File: config.mk
export PLATFORM = sky130hd
export DESIGN_NAME = ppu_arbiter
export DESIGN_NICKNAME = d
export VERILOG_FILES = /design/src/rtl/ppu_arbiter.sv
export SDC_FILE = /design/constraint.sdc
export NUM_CORES = 1
export LEC_CHECK = 0
export ABC_CLOCK_PERIOD_IN_PS = 1650
export CORE_UTILIZATION = 38
export DETAILED_ROUTE_END_ITERATION = 7
export PLACE_DENSITY = 0.87
export SETUP_SLACK_MARGIN = 0.5
export SYNTH_ARGS = -nofsm -noshare
export SYNTH_HDL_FRONTEND = slang
export SYNTH_SLANG_ARGS = --single-unit
File: constraint.sdc
create_clock -name clk -period 1.65 [get_ports clk]
set_input_delay 0.33 -clock clk [delete_from_list [all_inputs] [get_ports clk]]
set_output_delay 0.33 -clock clk [all_outputs]
set_load 0.02 [all_outputs]
File: src/rtl/ppu_arbiter.sv
// Round-robin arbiter sharing one combinational ppu between two requesters.
// Latency: accept edge to resp_valid is 2 edges; best-case issue interval is 3 cycles.
// Backpressure: resp_ready low holds RESP with the result stable; both req*_ready stay low until IDLE.
module ppu_arbiter #(
    parameter int N  = 32,
    parameter int es = 2
) (
    input  logic         clk,
    input  logic         rst_n,
    input  logic         req0_valid,
    output logic         req0_ready,
    input  logic [N-1:0] req0_in1,
    input  logic [N-1:0] req0_in2,
    input  logic         req1_valid,
    output logic         req1_ready,
    input  logic [N-1:0] req1_in1,
    input  logic [N-1:0] req1_in2,
    output logic [N-1:0] ppu_in1,
    output logic [N-1:0] ppu_in2,
    input  logic [N-1:0] ppu_out,
    input  logic         ppu_inf,
    input  logic         ppu_zero,
    output logic         resp_valid,
    input  logic         resp_ready,
    output logic [N-1:0] resp_out,
    output logic         resp_inf,
    output logic         resp_zero,
    output logic         resp_id,
    output logic         busy
);

    // es only configures the external ppu; it is carried here so both share one parameter set.
    localparam int es_unused = es;

    typedef enum logic [1:0] {
        IDLE = 2'd0,
        EXEC = 2'd1,
        RESP = 2'd2
    } state_t;

    state_t       state;
    state_t       state_nxt;
    logic         last_grant;
    logic         gnt;
    logic         accept;
    logic         id_q;
    logic [N-1:0] op1_q;
    logic [N-1:0] op2_q;

    always_ff @(posedge clk or negedge rst_n) begin
        if (!rst_n) begin
            state <= IDLE;
        end else begin
            state <= state_nxt;
        end
    end

    always_comb begin
        state_nxt  = state;
        accept     = 1'b0;
        req0_ready = 1'b0;
        req1_ready = 1'b0;
        resp_valid = 1'b0;
        busy       = 1'b1;
        gnt        = (req0_valid && req1_valid) ? ~last_grant : req1_valid;
        case (state)
            IDLE: begin
                busy = 1'b0;
                if (req0_valid || req1_valid) begin
                    accept     = 1'b1;
                    // Gated by rst_n so no handshake is offered while reset is held.
                    req0_ready = rst_n && !gnt;
                    req1_ready = rst_n && gnt;
                    state_nxt  = EXEC;
                end
            end
            EXEC: state_nxt = RESP;
            RESP: begin
                resp_valid = 1'b1;
                if (resp_ready) begin
                    state_nxt = IDLE;
                end
            end
            default: state_nxt = IDLE;
        endcase
    end

    always_ff @(posedge clk or negedge rst_n) begin
        if (!rst_n) begin
            last_grant <= 1'b1;
            id_q       <= 1'b0;
            op1_q      <= '0;
            op2_q      <= '0;
            resp_out   <= '0;
            resp_inf   <= 1'b0;
            resp_zero  <= 1'b0;
        end else begin
            if (accept) begin
                last_grant <= gnt;
                id_q       <= gnt;
                op1_q      <= gnt ? req1_in1 : req0_in1;
                op2_q      <= gnt ? req1_in2 : req0_in2;
            end
            // The ppu has had the whole EXEC cycle to settle on the held operands.
            if (state == EXEC) begin
                resp_out  <= ppu_out;
                resp_inf  <= ppu_inf;
                resp_zero <= ppu_zero;
            end
        end
    end

    assign ppu_in1 = op1_q;
    assign ppu_in2 = op2_q;
    assign resp_id = id_q;

endmodule

==> flow_summary.rst, run 1 <==
.. list-table::
   :header-rows: 1

   * - Metric
     - Value
   * - Result of the run
     - finished with violations
   * - Failing checks
     - setup timing
   * - Final period utilization
     - 1.037
   * - Final hold viol count
     - 0
   * - Number of H-tree branching levels
     - 3
   * - Routed length per instance
     - 21.06 um
   * - Kind of cell adding the most delay to the critical path
     - flip-flops
   * - Number of buffers added on ports
     - 269
   * - Number of placement rows
     - 39
   * - Initial core utilization
     - 0.3893
   * - Sequential Power Share
     - 0.256
   * - Power spent charging and discharging nets
     - 7.148 mW
   * - Clock transition at the registers of the reported paths
     - 70 ps
   * - Adder-cell area share of the yosys netlist
     - 0
   * - Net count reported at finish
     - 975
   * - Final worst clock skew
     - 8.131 ps
   * - Setup slack after layout
     - -60.37 ps
   * - Global-route wire length before repair
     - 25650 um
   * - Number of primary I/O pins
     - 270
   * - Clock network latency to the later pin of the worst-skew pair
     - 350 ps
   * - Area delta synth->final
     - 106.5%
   * - Remaining number of nets flagged by the antenna check after routing
     - 0
   * - Final critical delay including setup and external delays
     - 1710 ps
   * - Top cells by instance count after synthesis
     - sky130_fd_sc_hd__nand2_1 (129), sky130_fd_sc_hd__dfrtp_1 (101), sky130_fd_sc_hd__a21oi_1 (64), sky130_fd_sc_hd__a31oi_1 (64), sky130_fd_sc_hd__mux2_1 (36)
   * - Count of maximum capacitance violations
     - 0
   * - Multiplexer fraction of the synthesized cell area
     - 0.09119
   * - Post-detailed-route DRC marker count
     - 0
   * - Startpoint-to-endpoint class of the critical path
     - reg -> out
   * - Vias after detailed routing
     - 5216
   * - Logic pwr share
     - 0.629
   * - Clock tree root buffer cell
     - sky130_fd_sc_hd__clkbuf_16
   * - Core box area
     - 11420 um^2
   * - DIE WIDTH
     - 110.2 um
   * - Maximum operating frequency
     - 584.7 MHz
   * - Share of flip-flops with an asynchronous set or reset
     - 1.000
   * - Hold_ws
     - 31.31 ps
   * - Clock tree from TritonCTS
     - done
   * - Gr ovfl total
     - 0
   * - Maximum VDD drop
     - 1.218 mV
   * - Critical path startpoint category
     - register
   * - Actual transition at the worst max-transition pin
     - 592.1 ps
   * - CTS Buf Count
     - 9
   * - Number of antenna violations at the first check in global routing
     - 0
   * - Number of enable flip-flop cells after synthesis
     - 0
   * - Hold-fix buffers, CTS
     - 0
   * - Worst-path cell chain
     - buf_4 -> a21bo_4 -> nor2_2 -> buf_6
   * - Total clock sinks
     - 102
   * - Most frequent cell after synthesis
     - sky130_fd_sc_hd__nand2_1
   * - Cells after synthesis
     - 447
   * - Dominant combinational cell family by area after synthesis
     - compound AO/OA/AOI/OAI gates
   * - Net count after synthesis
     - 614
   * - Number of storage elements in the synthesis netlist
     - 102
   * - Highest-delay cell along the critical path
     - sky130_fd_sc_hd__dfstp_2
   * - Number of diodes
     - 0
   * - Total internal power
     - 11.73 mW
   * - Cell types with the largest area share after synthesis
     - sky130_fd_sc_hd__dfrtp_1 (57%), sky130_fd_sc_hd__nand2_1 (11%), sky130_fd_sc_hd__mux2_1 (9.1%)
   * - Pre-CTS worst setup slack
     - -774.3 ps
   * - Unique cell type count in the Yosys netlist
     - 19
   * - Parity-gate share of the synthesized area counting xor and xnor cells
     - 0
   * - Critical path buffer and inverter count
     - 2
   * - Seq/Total Area, Yosys
     - 0.5744
   * - Count of yosys warnings during synthesis
     - 0
   * - Overall track demand over capacity in global routing
     - 0.2884
   * - DR iter-0 viols
     - 334
   * - Layout cell share with drive strength beyond 1
     - 0.3555
   * - Die Footprint
     - 12140 um^2
   * - Cell area power density
     - 2056 nW/um^2
   * - Number of global-route vias before repair
     - 4923
   * - Number of iterations in the first detailed-routing pass
     - 5
   * - Endpoint arrival time on the critical path
     - 1380 ps
   * - Unrepaired setup endpoints after global routing
     - true
   * - HPWL after detailed placement
     - 10600 um
   * - Post-Synth Simple-Gate Area
     - 0.1179
   * - Critical Path Sink Type
     - output pin
   * - Sw Ratio
     - 0.3787
   * - Die outline height
     - 110.2 um
   * - Number of setup violations in the final report
     - 2
   * - Via-to-Cell Ratio
     - 5.456
   * - Req. time, crit path
     - 1320 ps
   * - Static Leakage
     - 4.237 nW
   * - Compound-gate portion of the synthesized area
     - 0.1672
   * - Main synth FF type
     - sky130_fd_sc_hd__dfrtp_1
   * - Worst Hold Class
     - in -> async
   * - Final slew viol count
     - 0
   * - Max Root-Sink Buffers
     - 2
   * - Highest cell delay on the worst timing path
     - 390 ps
   * - Largest net degree at the start of global routing
     - 78
   * - Clk network pwr share
     - 0.115
   * - Wire length after detailed routing
     - 20130 um
   * - Weighted congestion at the end of routability-driven global placement
     - 0.7461
   * - Synthesized area divided by synthesized cell count
     - 9.945 um^2
   * - Netlist area before placement
     - 4446 um^2
   * - Most area-hungry cell type in the Yosys netlist
     - sky130_fd_sc_hd__dfrtp_1
   * - Crit Path Max Fanout
     - 3
   * - Relative slew slack
     - 0.6052
   * - Portion of synthesized cell area occupied by the leading cell type
     - 0.5685
## layout make-up
cell class              count  area (um^2)
flip-flops and latches    102         2554
well taps                 143        178.9
multi-input cells         304         1879
repair buffers            389         4262
clock buffers              10        239.0
clock inverters             6        61.31
inverters                   2        7.507
fillers                   653         2237
## layer usage
layer | track usage | vias to the layer above | part of all wire
li1 | - | 2282 | -
met3 | 0.06643 | 61 | 0.087
met2 | 0.5129 | 319 | 0.52
met5 | 0 | - | 0
met4 | 0.1184 | 0 | 0.031
met1 | 0.3340 | 2554 | 0.37
## layout by cell type (no fill, tap or decap), drive strengths merged
cell / count
nand2: 129
bufbuf: 2
a21boi: 1
nor3b: 1
dlygate4sd2: 2
a21bo: 1
a21oi: 64
clkbuf: 18
clkdlybuf4s50: 163
inv: 2
bufinv: 1
dfrtp: 101
clkinv: 4
dfstp: 1
a31oi: 64
nor2: 2
buf: 214
or2: 1
o21ai: 1
and2: 2
nand2b: 2
mux2: 36
clkinvlp: 1
## stage by stage
step | instances | setup TNS [ps] | total power, mW | util | cell area, um^2
floorplan | 447 | 0 | 8.715 | - | 4573
global placement | 835 | -46660 | 12.10 | 0.6378 | 7283
detailed placement | 835 | -56180 | 12.36 | 0.6378 | 7283
CTS | 903 | -173.4 | 17.34 | 0.7520 | 8587
global route | 956 | -270.5 | 19.65 | 0.8041 | 9181
finish | 956 | -95.31 | 18.88 | 0.8041 | 9181
## power groups by stage
stage,Combinational [mW],Clock (mW),Sequential (mW)
after floorplan,2.72,0,6.00
after global placement,7.60,0,4.50
after detailed placement,7.80,0,4.56
after CTS,10.4,2.16,4.76
after global routing,12.4,2.29,4.94
final,11.9,2.16,4.83
## registers in the layout, indices dropped and copies added (netlist names)
signal,cells
state,2
resp_zero,1
ppu_in2,32
resp_inf,1
ppu_in1,32
resp_out,32
last_grant,1
resp_id,1
## kinds of logic (layout without fill, tap and decap cells)
| group | Yosys count | after routing |
|---|---|---|
| buf+inv | 42 | 407 |
| compound gates | 131 | 131 |
| flops | 102 | 102 |
| mux | 36 | 36 |
| simple gates | 136 | 137 |
## final timing paths
check                            start     endpoint  slack (ps)  depth (start not counted)
setup / recovery            last_grant   req1_ready         -60                          4
hold / removal                   rst_n  ppu_in1[19]          30                          2
setup reg to reg              state[0]  ppu_in1[24]          60                          8
hold reg to reg            resp_out[9]  resp_out[9]         540                          1
max in group asynchronous        rst_n   ppu_in1[0]         730                          3
min in group clk           resp_out[9]  resp_out[9]         540                          1
## worst register-to-register path, delay by kind of cell, from the launching register on
family / cells / cell delay (ps)
buffers and inverters: 5 / 610
flip-flops: 1 / 410
AND/OR/NAND/NOR: 2 / 370
AO/OA/AOI/OAI: 1 / 80
## timing repair
item / in CTS / in global routing
endpoints found under the hold margin: 0 / 0
buffers inserted: 40 / 43
setup endpoints to repair: 281 / 281
gates cloned: 12 / 10
pin swaps: 3 / 5
gates resized for setup: 696 / 14
(Power assumes the default switching activity.)
==> inputs of run 2 (changes only) <==
--- a/config.mk
+++ b/config.mk
@@ -6,6 +6,7 @@
 export NUM_CORES = 1
 export LEC_CHECK = 0
 export ABC_CLOCK_PERIOD_IN_PS = 1650
+export CORE_ASPECT_RATIO = 0.6
 export CORE_UTILIZATION = 38
 export DETAILED_ROUTE_END_ITERATION = 7
 export PLACE_DENSITY = 0.87
==> run 2 against run 1 <==
  * The run still ends with setup timing left
  * Sequential share of layout area increased by 1.8 points
  * Cell area down 6.2%
  * Register-to-register slack got worse by 40 ps
  * Count of clock-buffer cells in the layout shrank 1
  * Setup slack improved by 1.8 ps
  * Sequential power hardly changed
  * Largest power group unchanged
  * Maximum frequency rose by 0.10%
  * Combinational power down 13%
  * First-iteration DRC count decreased by 41%
==> flow_summary.rst, run 2 (synthesized netlist as in run 1, its figures left out) <==
.. list-table::
   :header-rows: 1

   * - Metric
     - Value
   * - Largest net degree at the start of global routing
     - 67 (was 78)
   * - Routed length per instance
     - 18.80 um (was 21.06 um)
   * - Req. time, crit path
     - 1320 ps (about the same)
   * - Post-detailed-route DRC marker count
     - 0 (unchanged)
   * - Actual transition at the worst max-transition pin
     - 765.7 ps (was 592.1 ps)
   * - Number of H-tree branching levels
     - 3 (unchanged)
   * - Clock transition at the registers of the reported paths
     - 80 ps (was 70 ps)
   * - Area delta synth->final
     - 93.67% (was 106.5%)
   * - Total clock sinks
     - 102 (unchanged)
   * - Critical path startpoint category
     - register (unchanged)
   * - Worst Hold Class
     - in -> async (unchanged)
   * - Final worst clock skew
     - 11.44 ps (was 8.131 ps)
   * - Critical Path Sink Type
     - output pin (unchanged)
   * - Clock tree from TritonCTS
     - done (unchanged)
   * - Number of placement rows
     - 30 (was 39)
   * - Gr ovfl total
     - 0 (unchanged)
   * - Vias after detailed routing
     - 4729 (was 5216)
   * - Setup slack after layout
     - -58.62 ps (was -60.37 ps)
   * - HPWL after detailed placement
     - 10520 um (was 10600 um)
   * - Final critical delay including setup and external delays
     - 1709 ps (was 1710 ps)
   * - Hold_ws
     - 207.3 ps (was 31.31 ps)
   * - Number of primary I/O pins
     - 270 (unchanged)
   * - Number of iterations in the first detailed-routing pass
     - 5 (unchanged)
   * - Global-route wire length before repair
     - 22880 um (was 25650 um)
   * - Final hold viol count
     - 0 (unchanged)
   * - Number of buffers added on ports
     - 269 (unchanged)
   * - Final period utilization
     - 1.036 (was 1.037)
   * - Crit Path Max Fanout
     - 3 (unchanged)
   * - Number of global-route vias before repair
     - 4462 (was 4923)
   * - Commonest non-fill, non-tap cells in the layout
     - sky130_fd_sc_hd__clkdlybuf4s50_1 (163), sky130_fd_sc_hd__nand2_1 (104), sky130_fd_sc_hd__buf_6 (102), sky130_fd_sc_hd__dfrtp_1 (101), sky130_fd_sc_hd__a21oi_1 (64) (was sky130_fd_sc_hd__clkdlybuf4s50_1 (163), sky130_fd_sc_hd__nand2_1 (128), sky130_fd_sc_hd__buf_6 (116), sky130_fd_sc_hd__dfrtp_1 (101), sky130_fd_sc_hd__buf_4 (76))
   * - Result of the run
     - finished with violations (unchanged)
   * - Via-to-Cell Ratio
     - 5.225 (was 5.456)
   * - Max Root-Sink Buffers
     - 2 (unchanged)
   * - Weighted congestion at the end of routability-driven global placement
     - 0.7539 (was 0.7461)
   * - Clock network latency to the later pin of the worst-skew pair
     - 340 ps (was 350 ps)
   * - Final slew viol count
     - 0 (unchanged)
   * - Die outline height
     - 85.78 um (was 110.2 um)
   * - Number of antenna violations at the first check in global routing
     - 0 (unchanged)
   * - Static Leakage
     - 3.841 nW (was 4.237 nW)
   * - Unrepaired setup endpoints after global routing
     - true (unchanged)
   * - Die Footprint
     - 12150 um^2 (was 12140 um^2)
   * - Net count reported at finish
     - 907 (was 975)
   * - Clock tree root buffer cell
     - sky130_fd_sc_hd__clkbuf_16 (unchanged)
   * - Core box area
     - 11340 um^2 (was 11420 um^2)
   * - Maximum VDD drop
     - 0.9925 mV (was 1.218 mV)
   * - Endpoint arrival time on the critical path
     - 1380 ps (about the same)
   * - Remaining number of nets flagged by the antenna check after routing
     - 0 (unchanged)
   * - Count of maximum capacitance violations
     - 0 (unchanged)
   * - Utilization after layout
     - 0.7595 (was 0.8041)
   * - Relative slew slack
     - 0.4896 (was 0.6052)
   * - Wire length after detailed routing
     - 17010 um (was 20130 um)
   * - Overall track demand over capacity in global routing
     - 0.2413 (was 0.2884)
   * - DIE WIDTH
     - 141.6 um (was 110.2 um)
   * - Failing checks
     - setup timing (unchanged)
   * - Maximum operating frequency
     - 585.3 MHz (was 584.7 MHz)
   * - CTS Buf Count
     - 9 (unchanged)
   * - DR iter-0 viols
     - 196 (was 334)
   * - Initial core utilization
     - 0.3922 (was 0.3893)
   * - Cell area power density
     - 2020 nW/um^2 (was 2056 nW/um^2)
   * - Number of diodes
     - 0 (unchanged)
   * - Number of setup violations in the final report
     - 2 (unchanged)
   * - Startpoint-to-endpoint class of the critical path
     - reg -> out (unchanged)
   * - Layout cell share with drive strength beyond 1
     - 0.3356 (was 0.3555)
   * - Most common library cell in the layout ignoring fill and taps
     - sky130_fd_sc_hd__clkdlybuf4s50_1 (unchanged)
   * - Hold-fix buffers, CTS
     - 0 (unchanged)
## run 2: changes by cell type in the layout (fill, tap and decap cells not counted), sizes merged, moves of 2 or more
cell,before,now
clkinv,4,0
bufbuf,2,0
inv,2,5
buf,214,142
dlygate4sd2,2,6
## run 2: area by class of cell
cell class	count	area [um^2]
Clock inverter	7	101.3
Clock buffer	9	225.2
Sequential cell	102	2554
Tap cell	160	200.2
Inverter	2	7.507
Timing Repair Buffer	320	3412
Fill cell	725	2726
Multi-Input combinational cell	305	2110
## run 2: worst max-delay path, cell delays in order (launching register included)
cell and delay [ps]:
sky130_fd_sc_hd__dfstp_2 590, sky130_fd_sc_hd__buf_4 130, sky130_fd_sc_hd__a21bo_4 150, sky130_fd_sc_hd__nor2_2 50, sky130_fd_sc_hd__buf_6 130
## run 2: metal layers
layer	track usage	wire, um	part of all wire	up-vias
met3	0.06924	1333	0.078	27
met1	0.2945	6789	0.40	2294
met5	0	0	0	-
met2	0.4201	8561	0.50	260
li1	-	-	-	2148
met4	0.06647	326	0.019	0
## run 2: repair_timing
action                                  CTS  global route
resized for setup                       214           423
cloned                                    0            11
endpoints found under the setup margin  204           205
pin swaps                                 1             8
setup buffers                             2            23
## run 2: power by group
part | switching [mW] | total [mW] | internal (mW)
clock | 0.971 | 2.32 | 1.35
sequential | 0.999 | 4.81 | 3.81
combinational | 4.81 | 10.3 | 5.45
## run 2: worst paths after layout
| path | startpoint | to | slack, ps | depth (start not counted) |
|---|---|---|---|---|
| max reg2reg | last_grant | ppu_in1[2] | 20 | 5 |
| min in group clk | resp_id | resp_id | 540 | 1 |
| min reg2reg | resp_id | resp_id | 540 | 1 |
| max | last_grant | req1_ready | -60 | 4 |
| min | rst_n | ppu_in1[17] | 210 | 3 |
| max in group asynchronous | rst_n | state[0] | 830 | 3 |
## run 2: per-stage QoR
step	power (mW)	instance area, um^2	setup slack (ps)	cells	TNS (ps)
after detailed placement	12.43	7327	-572.3	853	-33930
after global routing	18.19	8610	-107.3	905	-473.8
final	17.39	8610	-58.62	905	-77.32
after global placement	12.15	7327	-528.9	853	-31030
after floorplan	8.715	4573	299.9	447	0
after CTS	15.04	7750	-35.04	871	-202.8
